`src/rtl/panel_pkg.sv`:
```
// panel_pkg: scanner state encoding, colour channel offsets, panel geometry and frame-memory address packing
package panel_pkg;
    typedef enum logic [2:0] {RD_TOP, RD_BOT, CLK_LO, CLK_HI, LATCH, DISPLAY} scan_state_t;
    localparam int RED       = 0;
    localparam int GREEN     = 8;
    localparam int BLUE      = 16;
    localparam int HALF_ROWS = 16;
    localparam int PLANES    = 8;
    // {row[4:0], col[cols-1:0]}; the writer packs its addresses the same way
    function automatic logic [15:0] pixel_addr(input logic [4:0] row, input logic [9:0] col, input int cols);
        return (16'(row) << cols) | 16'(col);
    endfunction
endpackage

```
`src/rtl/hub75_scanner_if.sv`:
```
// hub75_scanner_if: frame-memory read port, bank handshake and HUB75 panel pins
// master = scanner side, slave = frame memory / panel side
interface hub75_scanner_if #(
    parameter int COLS = 5
);
    logic            selected_buffer;
    logic            actual_buffer;
    logic [4+COLS:0] rd_addr;
    logic [23:0]     rd_data;
    logic            hub_r1, hub_g1, hub_b1;
    logic            hub_r2, hub_g2, hub_b2;
    logic [3:0]      hub_addr;
    logic            hub_clk;
    logic            hub_lat;
    logic            hub_oe;
    logic            frame_start;
    modport master (
        input  selected_buffer, rd_data,
        output actual_buffer, rd_addr, hub_r1, hub_g1, hub_b1, hub_r2, hub_g2, hub_b2,
               hub_addr, hub_clk, hub_lat, hub_oe, frame_start
    );
    modport slave (
        output selected_buffer, rd_data,
        input  actual_buffer, rd_addr, hub_r1, hub_g1, hub_b1, hub_r2, hub_g2, hub_b2,
               hub_addr, hub_clk, hub_lat, hub_oe, frame_start
    );
endinterface

```
`src/rtl/bcm_dwell_timer.sv`:
```
// bcm_dwell_timer: loadable down-counter timing the lit period of one BCM bit plane
// ports: clk, rst; load (preload ON_UNIT<<plane - 1), en (count down), plane; zero flag
module bcm_dwell_timer
    import panel_pkg::*;
#(
    parameter int ON_UNIT = 4
) (
    input  logic       clk,
    input  logic       rst,
    input  logic       load,
    input  logic       en,
    input  logic [2:0] plane,
    output logic       zero
);
    logic [11:0] count;
    always_ff @(posedge clk) begin
        if (rst) count <= '0;
        else if (load) count <= 12'((ON_UNIT << plane) - 1);
        else if (en && !zero) count <= count - 1'b1;
    end
    assign zero = count == '0;
endmodule

```
`src/rtl/hub75_scanner.sv`:
```
// hub75_scanner: scans the double-buffered frame memory onto a 1/16-scan HUB75 panel with 8-plane BCM
// ports: clk, rst; bus (master) = frame-memory read port, bank handshake, HUB75 pins, frame_start
module hub75_scanner
    import panel_pkg::*;
#(
    parameter int COLS    = 5,
    parameter int ON_UNIT = 4
) (
    input logic             clk,
    input logic             rst,
    hub75_scanner_if.master bus
);
    localparam int AW = 5 + COLS;
    scan_state_t     state, state_nx;
    logic [3:0]      row;
    logic [2:0]      plane;
    logic [COLS-1:0] col;
    logic [2:0]      top;
    logic [2:0]      pix;
    logic [5:0]      hold, data;
    logic [7:0]      red, green, blue;
    logic            dwell_zero, last_plane, last_row;

    assign red        = bus.rd_data[RED +: 8];
    assign green      = bus.rd_data[GREEN +: 8];
    assign blue       = bus.rd_data[BLUE +: 8];
    assign pix        = {red[plane], green[plane], blue[plane]};
    assign last_plane = plane == 3'(PLANES - 1);
    assign last_row   = row == 4'(HALF_ROWS - 1);

    bcm_dwell_timer #(.ON_UNIT(ON_UNIT)) dwell (
        .clk   (clk),
        .rst   (rst),
        .load  (state == LATCH),
        .en    (state == DISPLAY),
        .plane (plane),
        .zero  (dwell_zero)
    );

    always_comb begin
        state_nx = state == RD_TOP ? RD_BOT :
                   state == RD_BOT ? CLK_LO :
                   state == CLK_LO ? CLK_HI :
                   state == CLK_HI ? (&col ? LATCH : RD_TOP) :
                   state == LATCH  ? DISPLAY :
                   state == DISPLAY && !dwell_zero ? DISPLAY : RD_TOP;
        // bottom bits go straight from rd_data so data is set up a cycle before the hub_clk rise
        data = state == CLK_LO ? {top, pix} : hold;
        bus.rd_addr = AW'(pixel_addr({state == RD_BOT, row}, 10'(col), COLS));
        bus.hub_clk = state == CLK_HI;
        bus.hub_lat = state == LATCH;
        bus.hub_oe  = state != DISPLAY;
        {bus.hub_r1, bus.hub_g1, bus.hub_b1, bus.hub_r2, bus.hub_g2, bus.hub_b2} = data;
    end

    always_ff @(posedge clk) begin
        if (rst) begin
            state             <= RD_TOP;
            row               <= '0;
            plane             <= '0;
            col               <= '0;
            top               <= '0;
            hold              <= '0;
            bus.hub_addr      <= '0;
            bus.actual_buffer <= 1'b0;
            bus.frame_start   <= 1'b0;
        end else begin
            state           <= state_nx;
            bus.frame_start <= 1'b0;
            if (state == RD_BOT) top <= pix;
            if (state == CLK_LO) hold <= data;
            if (state == CLK_HI) col <= col + 1'b1;
            if (state == LATCH) bus.hub_addr <= row;
            if (state == DISPLAY && dwell_zero) begin
                plane <= plane + 1'b1;
                if (last_plane) row <= row + 1'b1;
                // bank adoption only at the frame boundary closes the writer's swap handshake
                if (last_plane && last_row) begin
                    bus.actual_buffer <= bus.selected_buffer;
                    bus.frame_start   <= 1'b1;
                end
            end
        end
    end
endmodule
```
`src/flat_wrapper.sv`:
```
// flat-port wrapper written by rule: the top's interface ports become plain ports
module hub75_scanner_flat import panel_pkg::*;
#(
    parameter int COLS    = 5,
    parameter int ON_UNIT = 4
)
  (clk, rst, bus_selected_buffer, bus_rd_data, bus_actual_buffer, bus_rd_addr, bus_hub_r1, bus_hub_g1, bus_hub_b1, bus_hub_r2, bus_hub_g2, bus_hub_b2, bus_hub_addr, bus_hub_clk, bus_hub_lat, bus_hub_oe, bus_frame_start);
  hub75_scanner_if #(.COLS(COLS)) bus_i ();
  input logic clk;
  input logic rst;
  input wire logic [$bits(bus_i.selected_buffer)-1:0] bus_selected_buffer;
  input wire logic [$bits(bus_i.rd_data)-1:0] bus_rd_data;
  output wire logic [$bits(bus_i.actual_buffer)-1:0] bus_actual_buffer;
  output wire logic [$bits(bus_i.rd_addr)-1:0] bus_rd_addr;
  output wire logic [$bits(bus_i.hub_r1)-1:0] bus_hub_r1;
  output wire logic [$bits(bus_i.hub_g1)-1:0] bus_hub_g1;
  output wire logic [$bits(bus_i.hub_b1)-1:0] bus_hub_b1;
  output wire logic [$bits(bus_i.hub_r2)-1:0] bus_hub_r2;
  output wire logic [$bits(bus_i.hub_g2)-1:0] bus_hub_g2;
  output wire logic [$bits(bus_i.hub_b2)-1:0] bus_hub_b2;
  output wire logic [$bits(bus_i.hub_addr)-1:0] bus_hub_addr;
  output wire logic [$bits(bus_i.hub_clk)-1:0] bus_hub_clk;
  output wire logic [$bits(bus_i.hub_lat)-1:0] bus_hub_lat;
  output wire logic [$bits(bus_i.hub_oe)-1:0] bus_hub_oe;
  output wire logic [$bits(bus_i.frame_start)-1:0] bus_frame_start;
  assign bus_i.selected_buffer = bus_selected_buffer;
  assign bus_i.rd_data = bus_rd_data;
  assign bus_actual_buffer = bus_i.actual_buffer;
  assign bus_rd_addr = bus_i.rd_addr;
  assign bus_hub_r1 = bus_i.hub_r1;
  assign bus_hub_g1 = bus_i.hub_g1;
  assign bus_hub_b1 = bus_i.hub_b1;
  assign bus_hub_r2 = bus_i.hub_r2;
  assign bus_hub_g2 = bus_i.hub_g2;
  assign bus_hub_b2 = bus_i.hub_b2;
  assign bus_hub_addr = bus_i.hub_addr;
  assign bus_hub_clk = bus_i.hub_clk;
  assign bus_hub_lat = bus_i.hub_lat;
  assign bus_hub_oe = bus_i.hub_oe;
  assign bus_frame_start = bus_i.frame_start;
  hub75_scanner #(.COLS(COLS), .ON_UNIT(ON_UNIT)) u_core (.clk(clk), .rst(rst), .bus(bus_i));
endmodule
```
`config.mk`:
```
export PLATFORM = sky130hd
export DESIGN_NAME = hub75_scanner_flat
export DESIGN_NICKNAME = d
export VERILOG_FILES = /design/src/rtl/panel_pkg.sv /design/src/rtl/hub75_scanner_if.sv /design/src/rtl/bcm_dwell_timer.sv /design/src/rtl/hub75_scanner.sv /design/src/flat_wrapper.sv
export SDC_FILE = /design/constraint.sdc
export NUM_CORES = 1
export LEC_CHECK = 0
export CAP_MARGIN = 10
export CORE_MARGIN = 2
export CORE_UTILIZATION = 45
export DETAILED_ROUTE_END_ITERATION = 7
export PLACE_DENSITY = 0.79
export SKIP_CTS_REPAIR_TIMING = 1
export SLEW_MARGIN = 20
export SYNTH_ARGS = -nofsm -noshare
export SYNTH_HDL_FRONTEND = slang
export SYNTH_HIERARCHICAL = 1
export SYNTH_SLANG_ARGS = --single-unit
```
`constraint.sdc`:
```
create_clock -name clk -period 2.3 [get_ports clk]
set_input_delay 0.46 -clock clk [delete_from_list [all_inputs] [get_ports clk]]
set_output_delay 0.46 -clock clk [all_outputs]
set_load 0.02 [all_outputs]
```
==> results.md <==
* Outcome: finished clean
* GR Util All Layers at between 10% and 20%
* Crit path max-delay family: compound AO/OA/AOI/OAI gates
* Startpoint Class: flip-flop
* CTS max path bufs at 2
* Die Span Y at ~75 um
* CP endpoint kind: primary output
* Buf/Inv on CP at 2
* Synth warnings at 6
* Crit path DAT at approximately 1.8 ns
* RSZ-0062 raised after global routing: false
* Count of unique library cells instantiated by Yosys at slightly below 50
* Number of top-level pins at between 50 and 60
* Nets@finish at 343
* CTS root buffer: clkbuf_8
* H-tree depth at 2
* Hold path start: u_core/top[1]
* Final setup margin at between 0.07 and 0.08 ns
* Area growth syn-to-layout at 37.3%
* Die X at approximately 75 um
* Leak at about 1.2 nW
* Count leader, synth: dfxtp_1
* Detailed-router iteration count before antenna repair at 4
* Fin area at slightly above 0.003 mm2
* Avg Cell Area, Syn at between 9 and 10 um2
* Vias at ~2000
* DP Wirelength at roughly 3800 um
* FF+latch count, synth at 42
* Row cnt at 25
* Final setup viols at 0
* Starting DRT DRC Count at a little over 90
* Largest net degree at the start of global routing at 28
* Kind of critical path: flip-flop to primary output
* Slew Limit Fails at 0
* DP Area at 0.00294 mm2
* Residual DRC at 0
* Area of the die at 0.00557 mm2
* CP Cell Sequence: buf_12 -> mux2_2 -> o22ai_1 -> o31ai_1 -> dlymetal6s2s_1
* CP max stage delay at 0.38 ns
* Initial core utilization at 47.2%
* Synth top area share at 37.5%
* Slowest CP cell: dfxtp_1
* TritonCTS clock tree: built
* Main flop type after synthesis: dfxtp_1
* Antenna-violating nets left at 0
* N_diodes at 0
* Synth top area cells: dfxtp_1 37%, mux2_2 7.0%, xnor2_1 4.7%, ha_1 3.9%, o32ai_1 3.1%
* Max_slew headroom at a little over two thirds
* Worst Max-Slew Pin Slew at approximately 0.44 ns
* Worst vdd ir at 513 uV
* Mapped Area at roughly 0.0022 mm2
* Vias per inst at about 5.3
* Final WL at ~5300 um
* Gpl congestion at between 0.8 and 0.9
* Crit path required time at about 1.8 ns
* Core area at approximately 0.0048 mm2
* Seq/Total Area, Yosys at roughly 37%
* Number of global-route vias before repair at ~1800
* Dpl ws at -0.265 ns
* Worst-path clk slew at about 0.07 ns
* Clk Latency, worst-skew pair at between 0.2 and 0.3 ns
* Clock Sinks at between 40 and 50
* Fillers at about 380
* Routed len/inst at roughly 14 um
* Inst Count DP at ~370
* Tmin final at 2.22 ns
* Final design utilization at about two thirds
* Critical Path Start: u_core/plane[0]
* Synth top cells by count: 42 x dfxtp_1, 17 x nand2_1, 17 x nor2_1
* Reg-to-Reg Start: u_core/dwell/count[8]
* Post-synth EDFFs at 0
* Share of cells above drive strength 1 at between 10% and 20%
* Largest area contributor in the netlist: dfxtp_1
* FFs w/ async S/R, synth at 0%
* Gr ovfl total at 0
* CTS buffer count at 5
* Crit-path max FO at 12
* Syn_nets at 274
* Port Buffers at 51
* Clock skew at 0.00532 ns
* First-pass GRT wire length at between 8000 and 9000 um
* Pwr Total at roughly 0.0015 W
* Period utilization at 96.6%
* Pwr Density at 486 mW/mm2
* Peak Freq at approximately 0.45 GHz
* Synth Instances at between 200 and 250
* Initial antenna violation count at 0
* Hold Path Class: flip-flop to flip-flop
* Final Hold Viols at 0
* Post-Layout Cell Count at approximately 380
* Max Cap Viol at 0
per-layer routing:
metal / routed length, um / vias to the layer above / GRT usage (%)
li1: - / 1005 / -
met1: 2440 / 917 / 25.3
met2: 2550 / 53 / 31.2
met3: 257 / 6 / 2.71
met4: 55 / 0 / 5.95
met5: 0 / - / 0
worst paths after layout:
check	to	slack, ns	depth (start not counted)
worst max register to register	u_core/row[3]	0.13	5
worst max-delay path	bus_hub_b2	0.08	5
worst min register to register	u_core/top[1]	0.46	2
worst min-delay path	u_core/top[1]	0.46	2
state kept, by name, summed over array words and instances, names as in the netlist:
signal                    cells
u_core/bus.actual_buffer      1
u_core/bus.frame_start        1
u_core/bus.hub_addr           4
u_core/col                    5
u_core/dwell/count           12
u_core/hold                   6
u_core/plane                  3
u_core/row                    4
u_core/state                  3
u_core/top                    3
kinds of logic (layout without fill, tap and decap cells):
| logic type | after synthesis | in the layout | synth area share [%] |
|---|---|---|---|
| AOI/OAI and AO/OA | 47 | 47 | 15.2 |
| xor gates and xnor gates | 13 | 13 | 5.08 |
| adders and majority gates | 7 | 7 | 3.90 |
| buffers and inverters | 26 | 96 | 6.19 |
| DFF | 42 | 42 | 37.5 |
| muxes | 20 | 20 | 9.93 |
| and+or+nand+nor | 85 | 85 | 22.3 |
where the power goes:
group | switching (W) | internal (W)
combinational | 0.0000788 | 0.000102
sequential | 0.00000725 | 0.000739
clock | 0.000244 | 0.000325
total | 0.000330 | 0.00117
placed cells by master (no fill, tap or decap), types with 3 or more instances in the layout:
| master | count |
|---|---|
| o21ai_0 | 4 |
| mux2i_1 | 5 |
| mux2_2 | 14 |
| o31ai_1 | 5 |
| o22ai_1 | 6 |
| buf_4 | 21 |
| clkbuf_8 | 5 |
| ha_1 | 7 |
| clkdlybuf4s50_1 | 43 |
| inv_1 | 15 |
| nand2b_1 | 7 |
| nor2_1 | 17 |
| nor2b_1 | 4 |
| dlymetal6s2s_1 | 8 |
| nand2_1 | 17 |
| nor3_1 | 8 |
| dfxtp_1 | 42 |
| a221oi_1 | 4 |
| o32ai_1 | 8 |
| a21oi_1 | 12 |
| or3_1 | 5 |
| xnor2_1 | 12 |
| or2_2 | 3 |
| nand3_1 | 5 |
final cells by class:
type,count,area [um2],share of cell area (%)
Tap cell,67,83.8,2.72
Timing Repair Buffer,73,708,23.0
Clock buffer,7,76.3,2.48
Multi-Input combinational cell,172,1280,41.7
Sequential cell,42,841,27.3
Inverter,15,56.3,1.83
Clock inverter,1,30.0,0.975
metrics by stage:
| stage | hold WS, ns | setup TNS, ns |
|---|---|---|
| floorplan | 0.429 | 0 |
| global placement | 0.445 | -0.560 |
| detailed placement | 0.450 | -0.629 |
| CTS | 0.467 | -1.45 |
| global route | 0.473 | 0 |
| finish | 0.461 | 0 |
worst register-to-register path, stage by stage (launching register included):
cell	delay (ns)
dfxtp_1	0.35
or3_1	0.49
nor4_4	0.44
nand4b_4	0.18
or4_1	0.50
a21oi_1	0.15
Note: power is estimated with default switching activity, not from simulation.
